===== src/rtl/digital_clock_multi_alarm.sv =====
// Multi-alarm BCD digital clock: HH:MM:SS time base with an internal prescaler,
// 12/24-hour display, load validation and NUM_ALARMS alarm slots with snooze.
module digital_clock_multi_alarm #(
  parameter int CLK_DIV    = 1,
  parameter int NUM_ALARMS = 4,
  parameter int SNOOZE_MIN = 5,
  parameter int AW         = (NUM_ALARMS > 1) ? $clog2(NUM_ALARMS) : 1
) (
  input  logic                  clk,
  input  logic                  reset,
  input  logic                  ena,
  input  logic                  load,
  input  logic [7:0]            hh_in,
  input  logic [7:0]            mm_in,
  input  logic [7:0]            ss_in,
  input  logic                  alarm_wr,
  input  logic [AW-1:0]         alarm_idx,
  input  logic                  alarm_en_in,
  input  logic                  stop_alarm,
  input  logic                  snooze,
  input  logic                  mode_12h,
  output logic [7:0]            hh,
  output logic [7:0]            mm,
  output logic [7:0]            ss,
  output logic                  pm,
  output logic                  tick,
  output logic                  load_err,
  output logic                  alarm,
  output logic [NUM_ALARMS-1:0] alarm_src
);

  localparam int PW = (CLK_DIV > 1) ? $clog2(CLK_DIV) : 1;
  localparam logic [PW-1:0] PS_LAST = PW'(CLK_DIV - 1);

  typedef enum logic [1:0] {S_OFF, S_ARMED, S_RING, S_SNOOZE} slot_state_t;

  logic [PW-1:0] prescale;
  logic [7:0]    hh_r, mm_r, ss_r;
  logic [23:0]   cur_time;
  logic          time_changed;
  logic          in_valid, load_ok, wr_ok;

  slot_state_t   state      [NUM_ALARMS];
  logic [23:0]   target     [NUM_ALARMS];
  logic [23:0]   snz_target [NUM_ALARMS];

  function automatic logic bcd_valid(input logic [7:0] h, input logic [7:0] m,
                                     input logic [7:0] s);
    return (h[3:0] <= 4'd9) && (m[3:0] <= 4'd9) && (s[3:0] <= 4'd9) &&
           (m[7:4] <= 4'd5) && (s[7:4] <= 4'd5) && (h <= 8'h23);
  endfunction

  function automatic logic [7:0] bcd_to_bin(input logic [7:0] b);
    return 8'(b[7:4]) * 8'd10 + 8'(b[3:0]);
  endfunction

  function automatic logic [7:0] bin_to_bcd(input logic [7:0] v);
    return {4'(v / 8'd10), 4'(v % 8'd10)};
  endfunction

  function automatic logic [7:0] digit_inc(input logic [7:0] b);
    return (b[3:0] == 4'd9) ? {b[7:4] + 4'd1, 4'd0} : {b[7:4], b[3:0] + 4'd1};
  endfunction

  function automatic logic [23:0] bcd_inc(input logic [23:0] t);
    logic [7:0] h, m, s;
    logic       cs, cm;
    {h, m, s} = t;
    cs = (s == 8'h59);
    cm = cs && (m == 8'h59);
    s = cs ? 8'h00 : digit_inc(s);
    if (cs) m = (m == 8'h59) ? 8'h00 : digit_inc(m);
    if (cm) h = (h == 8'h23) ? 8'h00 : digit_inc(h);
    return {h, m, s};
  endfunction

  // Minutes are added in binary, then folded back into BCD modulo 24 h.
  function automatic logic [23:0] snooze_time(input logic [23:0] t);
    logic [7:0] hb, mb;
    hb = bcd_to_bin(t[23:16]);
    mb = bcd_to_bin(t[15:8]) + 8'(SNOOZE_MIN);
    if (mb >= 8'd60) begin
      mb = mb - 8'd60;
      hb = hb + 8'd1;
    end
    if (hb >= 8'd24) hb = hb - 8'd24;
    return {bin_to_bcd(hb), bin_to_bcd(mb), t[7:0]};
  endfunction

  assign cur_time = {hh_r, mm_r, ss_r};
  assign in_valid = bcd_valid(hh_in, mm_in, ss_in);
  assign load_ok  = load && in_valid;
  assign wr_ok    = alarm_wr && in_valid;

  // Time base: a valid load beats the prescaler; an invalid load is only flagged.
  always_ff @(posedge clk or negedge reset) begin
    if (!reset) begin
      prescale     <= '0;
      hh_r         <= 8'h00;
      mm_r         <= 8'h00;
      ss_r         <= 8'h00;
      tick         <= 1'b0;
      load_err     <= 1'b0;
      time_changed <= 1'b0;
    end else begin
      tick         <= 1'b0;
      time_changed <= 1'b0;
      load_err     <= (load || alarm_wr) && !in_valid;
      if (load_ok) begin
        {hh_r, mm_r, ss_r} <= {hh_in, mm_in, ss_in};
        prescale           <= '0;
        time_changed       <= 1'b1;
      end else if (ena) begin
        if (prescale == PS_LAST) begin
          prescale           <= '0;
          {hh_r, mm_r, ss_r} <= bcd_inc(cur_time);
          tick               <= 1'b1;
          time_changed       <= 1'b1;
        end else begin
          prescale <= prescale + PW'(1);
        end
      end
    end
  end

  // Alarm slots: a write overrides everything, then stop, snooze, and match on the fresh time.
  always_ff @(posedge clk or negedge reset) begin
    if (!reset) begin
      for (int i = 0; i < NUM_ALARMS; i++) begin
        state[i]      <= S_OFF;
        target[i]     <= '0;
        snz_target[i] <= '0;
      end
    end else begin
      for (int i = 0; i < NUM_ALARMS; i++) begin
        if (wr_ok && (int'(alarm_idx) == i)) begin
          target[i] <= {hh_in, mm_in, ss_in};
          state[i]  <= alarm_en_in ? S_ARMED : S_OFF;
        end else begin
          case (state[i])
            S_ARMED: begin
              if (time_changed && (cur_time == target[i])) state[i] <= S_RING;
            end
            S_RING: begin
              if (stop_alarm) begin
                state[i] <= S_ARMED;
              end else if (snooze) begin
                state[i]      <= S_SNOOZE;
                snz_target[i] <= snooze_time(cur_time);
              end
            end
            S_SNOOZE: begin
              if (stop_alarm) begin
                state[i] <= S_ARMED;
              end else if (time_changed &&
                           ((cur_time == snz_target[i]) || (cur_time == target[i]))) begin
                state[i] <= S_RING;
              end
            end
            default: ;
          endcase
        end
      end
    end
  end

  // Ring flags decoded straight from the slot state registers.
  always_comb begin
    alarm_src = '0;
    for (int i = 0; i < NUM_ALARMS; i++) alarm_src[i] = (state[i] == S_RING);
  end

  assign alarm = |alarm_src;
  assign mm    = mm_r;
  assign ss    = ss_r;

  // 12-hour view maps 00 to 12 AM and 13-23 down by twelve with PM set.
  always_comb begin
    hh = hh_r;
    pm = 1'b0;
    if (mode_12h) begin
      if (hh_r == 8'h00) begin
        hh = 8'h12;
      end else if (hh_r == 8'h12) begin
        pm = 1'b1;
      end else if (hh_r > 8'h12) begin
        hh = bin_to_bcd(bcd_to_bin(hh_r) - 8'd12);
        pm = 1'b1;
      end
    end
  end

endmodule


===== config.mk =====
export PLATFORM = sky130hd
export DESIGN_NAME = digital_clock_multi_alarm
export DESIGN_NICKNAME = d
export VERILOG_FILES = /design/src/rtl/digital_clock_multi_alarm.sv
export SDC_FILE = /design/constraint.sdc
export NUM_CORES = 1
export LEC_CHECK = 0
export CAP_MARGIN = 15
export CORE_UTILIZATION = 29
export DETAILED_ROUTE_END_ITERATION = 8
export GPL_TIMING_DRIVEN = 0
export PLACE_DENSITY = 0.43
export SLEW_MARGIN = 40
export SYNTH_ARGS = -nofsm -noshare
export SYNTH_HDL_FRONTEND = slang
export SYNTH_SLANG_ARGS = --single-unit

===== constraint.sdc =====
create_clock -name clk -period 8.74 [get_ports clk]
set_input_delay 1.748 -clock clk [delete_from_list [all_inputs] [get_ports clk]]
set_output_delay 1.748 -clock clk [all_outputs]
set_load 0.05 [all_outputs]

==> flow_summary.json, run 1 <==
{
  "status": "complete, no violations",
  "grt.total_usage": 0.204,
  "arrival_ns": 6.56,
  "drt_iter0_drc": 771,
  "antenna_found_initial": 0,
  "p_switching_mw": 0.869,
  "post-route-period-util": 0.950,
  "core_um2": 51600,
  "place.port_buffers": 65,
  "path_buf_inv": 1,
  "power.internal_mw": 1.93,
  "worstMarginPinSlew_ns": 0.908,
  "ys_async_sr_fraction": 1.00,
  "finalNetCount": 1853,
  "postSynthNetCount": 1757,
  "worst-path-stages": 18,
  "synth.distinct_cells": 100,
  "root_buffer": "clkbuf_16",
  "p_clk_frac": 0.400,
  "viasPerCell": 5.27,
  "cts_buffers": 26,
  "critPathTopFamily": "compound AO/OA/AOI/OAI gates",
  "yosys_register_bits": 227,
  "gp_congestion": 0.862,
  "path_max_fanout": 10,
  "worst_r2r_path_depth": 23,
  "drive_above_1_share": 0.121,
  "dpl.hpwl_um": 41200,
  "hold_path.class": "flip-flop to flip-flop",
  "seq_area_um2": 5680,
  "leakage_nw": 7.99,
  "power_mw": 2.80,
  "cts_tree": "yes",
  "final_antenna_net_count": 0,
  "die_w_um": 231,
  "postCtsSetupBuffers": 0,
  "hold_path_depth": 2,
  "sw_frac_of_total": 0.310,
  "design_area_um2": 17700,
  "row_count": 83,
  "wl_um": 54200,
  "fin_util": 0.343,
  "grt_pass1_vias": 12965,
  "ys.warnings.count": 0,
  "crit_slowest_cell": "clkdlybuf4s50_1",
  "hold_violations": 0,
  "mostFrequentLayoutCells": "227 x dfrtp_1, 216 x nand2_1, 122 x o21ai_0",
  "globalRoute.busiestLayer": "met2",
  "clkSinkCount": 227,
  "clk_latency_ns": 0.55,
  "drv_cap": 0,
  "netlist_area_um2": 15200,
  "maxSlewHeadroom": 0.395,
  "grt-ovfl-total": 0,
  "initial_core_util": 0.295,
  "grt_util_met1": 0.292,
  "ys_seq_area_frac": 0.373,
  "crit_start": "hh_r[5]$_DFFE_PN0P_",
  "max_freq_ghz": 0.120,
  "worst_setup_path_start_kind": "flip-flop",
  "synthFlopType": "dfrtp_1",
  "rsz0062_at_grt": "false",
  "grt_pass1_wl_um": 82800,
  "synth_edf_count": 0,
  "firstDrtPassIters": 5,
  "timing.rr.start": "mm[6]$_DFFE_PN0P_",
  "die_h_um": 231,
  "rrSetupSlack_ns": 0.87,
  "dr_total_vias": 13029,
  "h-tree-depth": 1,
  "critPathMostFrequentCell": "ha_1",
  "pwr-share-seq": 0.397,
  "nFillCells": 5325,
  "r2r-end": "snz_target[90]$_DFFE_PN0P_",
  "vdd_ir_drop_max_mv": 0.130,
  "p_comb_frac": 0.204,
  "layout_commonest_cell": "dfrtp_1",
  "max_stage_delay_ns": 0.81,
  "drc": 0,
  "power_density_nw_per_um2": 158,
  "crit_path_end_kind": "primary output",
  "crit_type": "flip-flop to primary output",
  "crit_end": "hh[1]",
  "fin_crit_ns": 8.30,
  "clkTransAtPathRegs_ns": 0.06,
  "slew_violations": 0,
  "pin_count": 67,
  "avgSynthCellArea_um2": 9.07,
  "grtUsageMet2": 0.337,
  "clock_path_buffers": 3,
  "placed_cell_area_um2": 16800,
  "dieArea_um2": 53400,
  "synthCells": 1678,
  "clock_skew_ns": 0.00759,
  "syn_to_final_growth_pct": 16.4,
  "crit_required_ns": 6.99,
  "setup_viol": 0,
  "path_cells": "ha_1, ha_1, fa_1, nand2b_1, o22a_1, o211ai_2, xnor2_2, a2111o_1, a22o_2, nand2_1, o21ai_2, a221oi_4, a21oi_2, o21a_1, a311oi_2, xnor2_1, a221o_1, clkdlybuf4s50_1",
  "met3_usage": 0.0155,
  "wl_per_cell_um": 21.9,
  "grt_max_degree": 70,
  "multiInputGateArea_um2": 9000
}
[sequential cells by signal, indices dropped and copies added (netlist names)]
register      count
load_err          1
snz_target       96
tick              1
ss                8
time_changed      1
target           96
hh_r              8
mm                8
state             8
[cell families (layout without fill, tap and decap cells)]
logic type / after synthesis / in the layout / share of synthesized area
and+or+nand+nor: 549 / 549 / 0.174
AOI/OAI and AO/OA: 385 / 385 / 0.168
xor gates and xnor gates: 227 / 227 / 0.134
DFF: 227 / 227 / 0.373
buffers and inverters: 142 / 254 / 0.0372
muxes: 103 / 103 / 0.0750
adders and majority gates: 45 / 45 / 0.0388
other: 0 / 1 / 0
[synth_stat cells, types with 25 or more instances]
library cell	number	share of area
dfrtp_1	227	0.37
nand2_1	216	0.053
o21ai_0	123	0.040
xor2_1	111	0.064
xnor2_1	110	0.063
nor2_1	91	0.022
mux2_2	88	0.065
a21oi_1	81	0.027
clkbuf_1	64	0.016
inv_1	41	0.010
ha_1	40	0.033
nor4_1	38	0.016
nor3_1	36	0.012
nand4_1	35	0.014
nand3_1	31	0.010
and2_1	25	0.010
[repair_timing]
action                                  in CTS  in global routing
resized for setup                            0                  3
endpoints found under the hold margin        0                  0
hold buffers                                 0                  0
endpoints found under the setup margin       0                  9
[per-stage QoR]
| step | TNS [ns] | hold WS (ns) | setup WS, ns | std cells |
|---|---|---|---|---|
| 6_report | 0 | 0.493 | 0.436 | 2471 |
| 3_3_place_gp | -1028.04 | 0.482 | -4.54 | 2423 |
| 4_1_cts | 0 | 0.499 | 0.0552 | 2470 |
| 2_1_floorplan | 0 | 0.466 | 1.16 | 1678 |
| 3_5_place_dp | 0 | 0.485 | 0.613 | 2426 |
| 5_1_grt | 0 | 0.513 | 0.000415 | 2470 |
[worst min-delay path by stage]
stage / from / to / slack, ns
after global routing: snz_target[5]$_DFFE_PN0P_ / snz_target[5]$_DFFE_PN0P_ / 0.51
after detailed placement: snz_target[0]$_DFFE_PN0P_ / snz_target[0]$_DFFE_PN0P_ / 0.49
final: snz_target[0]$_DFFE_PN0P_ / snz_target[0]$_DFFE_PN0P_ / 0.49
after floorplan: snz_target[24]$_DFFE_PN0P_ / snz_target[24]$_DFFE_PN0P_ / 0.47
after global placement: snz_target[16]$_DFFE_PN0P_ / snz_target[16]$_DFFE_PN0P_ / 0.48
after CTS: snz_target[0]$_DFFE_PN0P_ / snz_target[0]$_DFFE_PN0P_ / 0.50
[power by group through the flow]
stage	combinational [mW]	sequential, mW	clock [mW]
4_1_cts	0.577	1.11	1.15
3_5_place_dp	0.575	1.13	0
2_1_floorplan	0.287	1.17	0
3_3_place_gp	0.570	1.13	0
6_report	0.570	1.11	1.12
5_1_grt	0.614	1.11	1.18
[worst register-to-register path: cells and delay by family, from the launching register on]
family | cells | cell delay (ns)
buf+inv | 6 | 1.59
fa+ha+maj | 2 | 1.01
compound gates | 11 | 3.11
flops | 1 | 0.84
xor+xnor | 1 | 0.64
simple gates | 3 | 0.53
[routing by layer]
metal | part of all wire | vias to the layer above
met3 | 0.037 | 43
met4 | 0.013 | 0
met5 | 0 | -
met2 | 0.47 | 298
met1 | 0.49 | 6525
li1 | - | 6163
[layout make-up]
cell class | instances | area share
Multi-Input combinational cell | 1309 | 0.508
Antenna cell | 1 | 0.000141
Clock inverter | 9 | 0.00734
Timing Repair Buffer | 68 | 0.0419
Inverter | 43 | 0.00911
Clock buffer | 35 | 0.0410
Tap cell | 680 | 0.0480
Sequential cell | 227 | 0.321
Buffer | 99 | 0.0241
No activity file was read; power rests on OpenSTA's default activity.
==> run 2: changes to the inputs <==
Settings changed: CORE_UTILIZATION 29 to 46, PLACE_DENSITY 0.43 to 0.62.
==> flow_summary.json, run 2 (synthesis results as in run 1) <==
{
  "clk_latency_ns": 0.53,
  "place.port_buffers": 65,
  "arrival_ns": 6.54,
  "rrSetupSlack_ns": 0.80,
  "worst_r2r_path_depth": 24,
  "max_stage_delay_ns": 0.80,
  "multiInputGateArea_um2": 8980,
  "die_w_um": 184,
  "crit_start": "hh_r[5]$_DFFE_PN0P_",
  "h-tree-depth": 1,
  "wl_um": 49200,
  "path_max_fanout": 10,
  "dieArea_um2": 33800,
  "leakage_nw": 7.93,
  "hold_path.class": "flip-flop to flip-flop",
  "cts_buffers": 24,
  "setup_viol": 0,
  "dpl.hpwl_um": 36700,
  "layout_commonest_cell": "dfrtp_1",
  "reg_top3": "snz_target (96), target (96)",
  "syn_to_final_growth_pct": 13.7,
  "dr_total_vias": 13261,
  "status": "complete, no violations",
  "r2r-end": "snz_target[42]$_DFFE_PN0P_",
  "grt_pass1_wl_um": 75700,
  "path_cells": "ha_1, ha_1, fa_1, a21bo_2, o22a_1, o211ai_2, xnor2_2, a2111o_1, a22o_2, nand2_1, o21ai_2, a221oi_4, a21oi_2, o21a_1, a311oi_2, xnor2_1, a221o_1, clkdlybuf4s50_1",
  "root_buffer": "clkbuf_16",
  "seq_area_um2": 5680,
  "critPathMostFrequentCell": "ha_1",
  "cts_tree": "yes",
  "hold_violations": 0,
  "grt_max_degree": 64,
  "postCtsSetupBuffers": 0,
  "core_um2": 32500,
  "grt.total_usage": 0.295,
  "crit_required_ns": 6.99,
  "firstDrtPassIters": 5,
  "drv_cap": 0,
  "grt_pass1_vias": 12816,
  "antenna_found_initial": 0,
  "final_cells": 2229,
  "cts_resized": 0,
  "critPathTopFamily": "compound AO/OA/AOI/OAI gates",
  "dp.cells": 2189,
  "path_buf_inv": 1,
  "gp_congestion": 0.909,
  "clock_skew_ns": 0.00841,
  "placed_cell_area_um2": 16500,
  "dp_slack_ns": 0.627,
  "min_to": "snz_target[28]$_DFFE_PN0P_",
  "finalNetCount": 1852,
  "wl_per_cell_um": 22.1,
  "design_area_um2": 17300,
  "initial_core_util": 0.468,
  "maxSlewHeadroom": 0.420,
  "clock_path_buffers": 3,
  "setup_ws_ns": 0.448,
  "hold_buffers": 0,
  "crit_path_end_kind": "primary output",
  "hp-start": "snz_target[28]$_DFFE_PN0P_",
  "drt_iter0_drc": 830,
  "nFillCells": 3035,
  "pin_count": 67,
  "mostFrequentLayoutCells": "227 x dfrtp_1, 216 x nand2_1, 123 x o21ai_0",
  "power_density_nw_per_um2": 155,
  "clkSinkCount": 227,
  "crit_slowest_cell": "clkdlybuf4s50_1",
  "hold_path_depth": 2,
  "grt-ovfl-total": 0,
  "rsz0062_at_grt": "false",
  "timing.rr.start": "mm[2]$_DFFE_PN0P_",
  "fin_crit_ns": 8.29,
  "worst_setup_path_start_kind": "flip-flop",
  "max_freq_ghz": 0.121,
  "worstMarginPinSlew_ns": 0.869,
  "clkTransAtPathRegs_ns": 0.06,
  "n_antenna_cell": 0,
  "die_h_um": 184,
  "drive_above_1_share": 0.114,
  "slew_violations": 0,
  "row_count": 66,
  "power_mw": 2.68,
  "drc": 0,
  "post-route-period-util": 0.949,
  "viasPerCell": 5.95,
  "crit_type": "flip-flop to primary output",
  "final_antenna_net_count": 0,
  "vdd_ir_drop_max_mv": 0.208
}
run 2: worst register-to-register path: stages, from the launching register on:
cell	delay, ns
dfrtp_1	0.57
buf_1	0.67
inv_1	0.18
ha_1	0.39
fa_1	0.48
xnor2_1	0.30
ha_1	0.25
nor3b_2	0.39
a21oi_1	0.16
buf_4	0.22
a211oi_1	0.41
nor2_1	0.22
inv_1	0.14
ha_1	0.29
inv_1	0.22
o21ai_1	0.29
o21ai_0	0.13
a211oi_1	0.41
buf_2	0.30
a311oi_1	0.13
a211oi_1	0.52
nor4_4	0.19
o21a_1	0.15
o21ai_0	0.64
a21oi_1	0.15
run 2: worst max-delay path by stage:
stage / cells past startpoint / end / slack [ns]
2_1_floorplan: 19 / hh[2] / 1.16
3_3_place_gp: 1 / target[79]$_DFFE_PN0P_ / -4.01
3_5_place_dp: 21 / hh[2] / 0.63
4_1_cts: 21 / hh[2] / 0.05
5_1_grt: 23 / hh[3] / 0.11
6_report: 18 / hh[1] / 0.45
run 2: cell type report:
class	count	area share
plain buffers	99	0.0244
clock buffers	37	0.0399
clock inverters	3	0.00376
inverters	43	0.00933
multi-input cells	1309	0.519
flip-flops and latches	227	0.328
well taps	442	0.0320
repair buffers	69	0.0434
run 2: metal layers:
metal / up-vias / part of all wire / wire (µm) / global-route usage
met5: - / 0 / 0 / 0
met3: 108 / 0.063 / 3110 / 0.0392
met4: 0 / 0.039 / 1920 / 0.114
li1: 6156 / - / - / -
met2: 460 / 0.46 / 22700 / 0.480
met1: 6537 / 0.44 / 21500 / 0.399
run 2: report_power, final:
| group | switching (mW) | internal (mW) |
|---|---|---|
| Sequential | 0.0316 | 1.08 |
| Combinational | 0.369 | 0.183 |
| Clock | 0.423 | 0.598 |
run 2: stage by stage:
step	setup TNS, ns	util	hold slack [ns]
after CTS	0	0.532	0.501
after detailed placement	0	0.508	0.486
after floorplan	0	-	0.466
after global routing	0	0.532	0.503
final	0	0.532	0.494
after global placement	-903.15	0.505	0.480
==> run 3: changes to the inputs <==
Settings changed: GPL_ROUTABILITY_DRIVEN from default to 0.
==> flow_summary.json, run 3 (synthesis results as in run 1) <==
{
  "status": "complete, no violations",
  "grt_max_degree": 71,
  "crit_slowest_cell": "clkdlybuf4s50_1",
  "crit_type": "flip-flop to primary output",
  "clk_latency_ns": 0.53,
  "place.port_buffers": 65,
  "clkSinkCount": 227,
  "clock_skew_ns": 0.00770,
  "finalNetCount": 1852,
  "dp.cells": 2188,
  "path_buf_inv": 1,
  "critPathTopFamily": "compound AO/OA/AOI/OAI gates",
  "arrival_ns": 6.56,
  "dieArea_um2": 33800,
  "grt_pass1_vias": 12571,
  "die_h_um": 184,
  "drive_above_1_share": 0.120,
  "clock_path_buffers": 3,
  "clkTransAtPathRegs_ns": 0.06,
  "post-route-period-util": 0.950,
  "wl_per_cell_um": 21.8,
  "drt_iter0_drc": 1065,
  "worst_setup_path_start_kind": "flip-flop",
  "met3_usage": 0.0368,
  "mostFrequentLayoutCells": "227 x dfrtp_1, 216 x nand2_1, 122 x o21ai_0",
  "finalSetupTns_ns": 0,
  "pin_count": 67,
  "path_cells": "ha_1, ha_1, fa_1, a21bo_2, o22a_1, o211ai_2, xnor2_2, a2111o_1, a22o_2, a21oi_1, a21oi_1, a221oi_4, a21oi_2, o21a_1, a311oi_2, xnor2_1, a221o_1, clkdlybuf4s50_1",
  "maxSlewHeadroom": 0.396,
  "grt_util_met1": 0.403,
  "dpl.hpwl_um": 35800,
  "path_max_fanout": 10,
  "cts_tree": "yes",
  "fin_util": 0.534,
  "viasPerCell": 5.98,
  "drc": 0,
  "globalRoute.busiestLayer": "met2",
  "firstDrtPassIters": 7,
  "hold_buffers": 0,
  "reg_top3": "snz_target (96), target (96)",
  "syn_to_final_growth_pct": 14.2,
  "rsz0062_at_grt": "false",
  "antenna_found_initial": 1,
  "initial_core_util": 0.468,
  "core_um2": 32500,
  "cts_buffers": 24,
  "worstMarginPinSlew_ns": 0.906,
  "fin_crit_ns": 8.30,
  "final_cells": 2232,
  "h-tree-depth": 1,
  "wl_um": 48700,
  "setup_viol": 0,
  "drv_cap": 0,
  "vdd_ir_drop_max_mv": 0.168,
  "die_w_um": 184,
  "fin_hold_ws_ns": 0.497,
  "hold_path.class": "flip-flop to flip-flop",
  "final_antenna_net_count": 0,
  "row_count": 66,
  "slew_violations": 0,
  "grt_pass1_wl_um": 74700,
  "crit_path_end_kind": "primary output",
  "n_antenna_cell": 0,
  "crit_required_ns": 6.99,
  "hold_violations": 0,
  "max_stage_delay_ns": 0.80,
  "leakage_nw": 7.99,
  "power_density_nw_per_um2": 158,
  "root_buffer": "clkbuf_16",
  "max_freq_ghz": 0.120,
  "dr_total_vias": 13343,
  "layout_commonest_cell": "dfrtp_1",
  "grt-ovfl-total": 0,
  "grtUsageMet2": 0.467,
  "grt.total_usage": 0.289
}
[run 3: power breakdown]
group	switching [mW]	total (mW)	internal (mW)
registers	0.0312	1.11	1.08
logic	0.373	0.556	0.183
clock network	0.434	1.08	0.646
[run 3: worst register-to-register path, stage by stage (launching register included)]
cell and delay, ns:
dfrtp_1 0.59, buf_1 0.69, inv_1 0.20, ha_1 0.40
fa_1 0.47, xnor2_1 0.29, ha_1 0.24, nor3b_2 0.38
a21o_1 0.22, buf_4 0.19, o21ai_0 0.13, xnor2_1 0.43
inv_1 0.09, ha_1 0.23, a211o_1 0.26, a21oi_1 0.23
a211oi_1 0.14, o31ai_1 0.34, o311a_1 0.28, a31o_2 0.17
buf_2 0.26, a211oi_1 0.11, o22ai_1 0.21, and2_0 0.15
clkbuf_1 0.39, mux2i_1 0.50, mux2_2 0.25
[run 3: metal layers]
metal	wire length [µm]	vias to the layer above	part of all wire
met5	13	-	0.00027
met4	1480	2	0.030
met3	3200	83	0.066
met2	22400	535	0.46
met1	21700	6577	0.44
li1	-	6146	-
[run 3: timing repair]
action / CTS / global route
gates resized for setup: 0 / 2
setup endpoints to repair: 0 / 2
setup buffers: 0 / 0
[run 3: metrics by stage]
stage                     area, µm²  worst slack [ns]  total power [mW]
after floorplan               15200              1.16              1.45
after global placement        16400             -4.00              1.67
after detailed placement      16500             0.719              1.68
after CTS                     17400             0.164              2.75
after global routing          17400             0.192              2.84
final                         17400             0.436              2.75
[run 3: cell type report]
type	instances	area, µm²
inverters	43	161
clock buffers	35	743
plain buffers	99	424
multi-input cells	1309	8980
well taps	442	553
clock inverters	8	92.6
repair buffers	69	751
flip-flops and latches	227	5680
fillers	3015	15100
[run 3: path summary, 6_finish.rpt]
kind | to | slack [ns] | start | cells past startpoint
worst max-delay path | hh[1] | 0.44 | hh_r[5]$_DFFE_PN0P_ | 18
worst min-delay path | snz_target[27]$_DFFE_PN0P_ | 0.50 | snz_target[27]$_DFFE_PN0P_ | 2
worst max register to register | snz_target[58]$_DFFE_PN0P_ | 0.86 | mm[2]$_DFFE_PN0P_ | 26
worst min register to register | snz_target[27]$_DFFE_PN0P_ | 0.50 | snz_target[27]$_DFFE_PN0P_ | 2
max in group asynchronous | target[12]$_DFFE_PN0P_ | 6.24 | reset | 4
min in group asynchronous | snz_target[20]$_DFFE_PN0P_ | 1.12 | reset | 1
==> patch 1 (settings of run 2) <==
The parameter `NUM_ALARMS` goes from 4 to 8.
--- a/src/rtl/digital_clock_multi_alarm.sv
+++ b/src/rtl/digital_clock_multi_alarm.sv
@@ -4,3 +4,3 @@
   parameter int CLK_DIV    = 1,
-  parameter int NUM_ALARMS = 4,
+  parameter int NUM_ALARMS = 8,
   parameter int SNOOZE_MIN = 5,
Ports: changed (resized alarm_idx and alarm_src); port bits go from 67 to 72. The function was not compared with the original's and may differ.
==> patch 1 against run 2 <==
- clock skew up 0.011 ns
- highest routed layer unchanged
- first-iteration DRC count rose to 2.6 times the old value
- worst setup slack worse by 0.048 ns
- cell area up 60%
- wire length up 75%
- register-to-register slack worse by 0.30 ns
- synthesized cell count up 50%
- critical path depth up 1
- largest power group is now clock
- synthesized area up 59%
- sequential power up 83%
- critical endpoint is now hh[4]
- largest cell class unchanged
- sequential cell count up 200
- core utilization up 0.32 points
- power up 92%
==> patch 1: results <==
group,metric,value,unit
min_path,hold_end,"snz_target[31]",
min_path,hold_path_class,"reg -> reg",
finish,top_regs,"snz_target: 192 flops, target: 192 flops, state: 16 flops",
finish,layout.nets,2717,
critical_path,timing.rr.end,"snz_target[163]",
routing,drt_iter0_markers,2177,
yosys,synthCells,2522,
place,pre_cts_ws,0.233,ns
critical_path,reg2reg_slack,0.50,ns
power,ir_drop,0.126,mV
routing,drtPass1Iterations,7,
clock_network,root_buffer,"clkbuf_16",
place,placed_area,25900,um^2
yosys,synth_cell_type_count,98,
finish,stdcell_count,3352,
sta,finClkSkew,0.0192,ns
routing,met2_length,39.2,mm
sta,slew_headroom,31.4,%
grt,antenna_found_initial,3,
clock_network,clkLatencyLatePin,0.60,ns
min_path,min_path_cells,2,
clock_network,cts.clk_slew.worst_paths,0.06,ns
place,gp_congestion,0.900,
routing,post_drt_wl_per_cell,25.7,um
yosys,synth_common_cells,"427 x dfrtp_1, 394 x nand2_1, 263 x xnor2_1",
critical_path,reg2regPathDepth,24,
place,placed_cells,3265,
min_path,hp-start,"snz_target[31]",
clock_network,htree_num_levels,2,
critical_path,cp_max_fo,7,
yosys,netlist_top_cells_area,"dfrtp_1 44%, xnor2_1 9.5%, mux2_2 6.7%",
routing,drt-met1-wl,35.1,mm
finish,fill_cells,4567,
routing,met3_length,7.66,mm
outcome,status,"completed",
yosys,ys_seq_area_share,44.2,%
place,portBuffers,52,
routing,drt-vias-per-instance,6.08,
grt,grt_pass1_wl,127,mm
power,p_leak,12.6,nW
grt,grt_max_degree,77,
critical_path,crit_arrival,6.59,ns
finish,drive_gt1_share,13.6,%
critical_path,cpPeakStageDelay,0.84,ns
clock_network,cts_inserted_buffers,48,
yosys,syn_nets,2601,
place,dp_hpwl,58.3,mm
==> patch 1: changes by cell type after synthesis, sizes merged, moves of 11 or more <==
cell / delta
o21ai: +68
xor2: +34
dfrtp: +200
clkbuf: +62
xnor2: +150
a21oi: -21
mux2: +55
nor4: +14
and2: +20
nand2: +179
a31oi: +16
nor2: +11
nand4: +38
nand3: +27
==> patch 1: cell families after synthesis <==
kind of cell / after synthesis / synth area share [%]
mux: 148 / 6.87
simple gates: 845 / 16.4
buf+inv: 217 / 3.54
compound gates: 428 / 11.5
xor+xnor: 410 / 14.9
fa+ha+maj: 47 / 2.52
flops: 427 / 44.2
==> patch 1: how the worst max path moves through the flow <==
stage	startpoint	to	slack, ns	cells past startpoint
CTS	hh_r[5]	hh[3]	0.02	22
finish	hh_r[5]	hh[4]	0.40	19
floorplan	hh_r[5]	hh[1]	1.55	17
global route	hh_r[5]	hh[4]	0.07	19
detailed placement	hh_r[5]	hh[3]	0.23	21
global placement	reset	target[138]	-12.92	1
==> patch 1: metal layers <==
layer	GRT usage (%)	vias up
met3	5.86	209
li1	-	8933
met5	0	-
met2	50.9	1034
met4	14.9	0
met1	43.2	10216
==> patch 1: cell type report <==
| type | instances | share of cell area (%) |
|---|---|---|
| multi-input combinational | 1878 | 46.2 |
| antenna | 1 | 0.00906 |
| buffer | 171 | 2.75 |
| sequential | 427 | 38.7 |
| tap | 680 | 3.08 |
| timing repair buffer | 66 | 2.94 |
| clock inverter | 11 | 0.652 |
| inverter | 46 | 0.625 |
| clock buffer | 72 | 5.04 |
==> patch 1: repair_timing <==
action | CTS | global route
gates resized for setup | 3 | 6
setup buffers | 0 | 1
pin swaps | 0 | 1
setup endpoints to repair | 4 | 4
endpoints found under the hold margin | 0 | 0
gates cloned | 0 | 0
==> patch 1: through the flow <==
| stage | setup TNS [ns] | utilization (%) | hold slack, ns |
|---|---|---|---|
| after floorplan | 0 | - | 0.466 |
| after global placement | -5485.66 | 49.5 | 0.479 |
| after detailed placement | 0 | 50.3 | 0.483 |
| after CTS | 0 | 53.3 | 0.496 |
| after global routing | 0 | 53.5 | 0.505 |
| final | 0 | 53.5 | 0.496 |
==> patch 1: worst max-delay path: cells and delay by family (launching register included) <==
| kind | cells | cell delay, ns |
|---|---|---|
| simple gates | 6 | 1.85 |
| fa+ha+maj | 4 | 1.49 |
| buf+inv | 3 | 1.14 |
| compound gates | 5 | 0.71 |
| flops | 1 | 0.49 |
| xor+xnor | 1 | 0.31 |
==> patch 1: power by group <==
group | internal (mW) | switching, mW
combinational | 0.306 | 0.744
sequential | 2.00 | 0.0298
clock | 1.24 | 0.838
total | 3.55 | 1.61
==> patch 2 (settings of run 2) <==
Made on the original files. Add an input register stage for `hh_in`, without a reset; this delays it by one clock. The other inputs are not delayed to match.
--- a/src/rtl/digital_clock_multi_alarm.sv
+++ b/src/rtl/digital_clock_multi_alarm.sv
@@ -36,2 +36,8 @@
 
+  logic [7:0] hh_q;
+
+  always_ff @(posedge clk) begin
+    hh_q <= hh_in;
+  end
+
   logic [PW-1:0] prescale;
@@ -90,3 +96,3 @@
   assign cur_time = {hh_r, mm_r, ss_r};
-  assign in_valid = bcd_valid(hh_in, mm_in, ss_in);
+  assign in_valid = bcd_valid(hh_q, mm_in, ss_in);
   assign load_ok  = load && in_valid;
@@ -109,3 +115,3 @@
       if (load_ok) begin
-        {hh_r, mm_r, ss_r} <= {hh_in, mm_in, ss_in};
+        {hh_r, mm_r, ss_r} <= {hh_q, mm_in, ss_in};
         prescale           <= '0;
@@ -136,3 +142,3 @@
         if (wr_ok && (int'(alarm_idx) == i)) begin
-          target[i] <= {hh_in, mm_in, ss_in};
+          target[i] <= {hh_q, mm_in, ss_in};
           state[i]  <= alarm_en_in ? S_ARMED : S_OFF;
Check against the original RTL: not equivalent (Yosys sat finds a counterexample within 4 cycles, from zero or initial values and one cycle with reset low).
==> patch 2 against run 2 <==
- sequential cell count up 8
- power rose by 15%
- worst setup slack better by 0.11 ns
- cell area decreased by 3.0%
- synthesized area down 3.8%
- sequential power grew 11%
- synthesized cell count is 4.2% lower
- wire length is 8.2% lower
==> patch 2: results <==
group,metric,value,unit
critical_path,timing.rr.end,"snz_target[91]",
clock_network,cts_sinks,235,
yosys,synth-xor-area-share,14.4,%
sta,timing.fmax,122,MHz
routing,vias,12379,
clock_network,cts_inserted_buffers,26,
outcome,status,"completed",
power,p_leak,7.69,nW
clock_network,cts.repair.resized,2,
yosys,synth_top_area_share,38.8,%
finish,buffers,161,
grt,grt.total_usage,28.0,%
finish,stdcell_count,2120,
yosys,synth.area.mux_share,5.15,%
yosys,synthCells,1607,
place,gp_congestion,0.867,
finish,multi_input_area_share,49.4,%
finish,clock_cell_area_share,5.04,%
grt,grt_max_degree,74,
power,p_switching,1.02,mW
clock_network,clkLatencyLatePin,0.55,ns
critical_path,cpPeakStageDelay,0.62,ns
sta,hold_ws,0.493,ns
power,ir_drop,0.150,mV
finish,sh_seq_area,34.8,%
yosys,syn_nets,1689,
patch 2: cell types whose count changed after synthesis, sizes merged, moves of 8 or more:
| cell | change |
|---|---|
| and3 | -9 |
| xnor2 | +21 |
| nor4 | -10 |
| o21ai | +22 |
| nor2 | -30 |
| a211oi | -8 |
| a21oi | -20 |
| xor2 | -16 |
| dfxtp | +8 |
| mux2 | -24 |
| mux2i | -12 |
| nand2 | +57 |
| a221oi | -8 |
patch 2: per-layer routing:
layer	vias to the layer above	GRT usage [%]	share of wire (%)
met5	-	0	0
met4	0	10.8	3.8
met3	93	3.46	6.1
met2	447	45.6	46
met1	6045	38.2	44
li1	5794	-	-
patch 2: power groups by stage:
stage | registers (mW) | logic, mW | clock network (mW)
6_report | 1.23 | 0.763 | 1.10
5_1_grt | 1.24 | 0.831 | 1.14
4_1_cts | 1.23 | 0.761 | 1.10
3_5_place_dp | 1.25 | 0.756 | 0
3_3_place_gp | 1.25 | 0.745 | 0
2_1_floorplan | 1.27 | 0.445 | 0
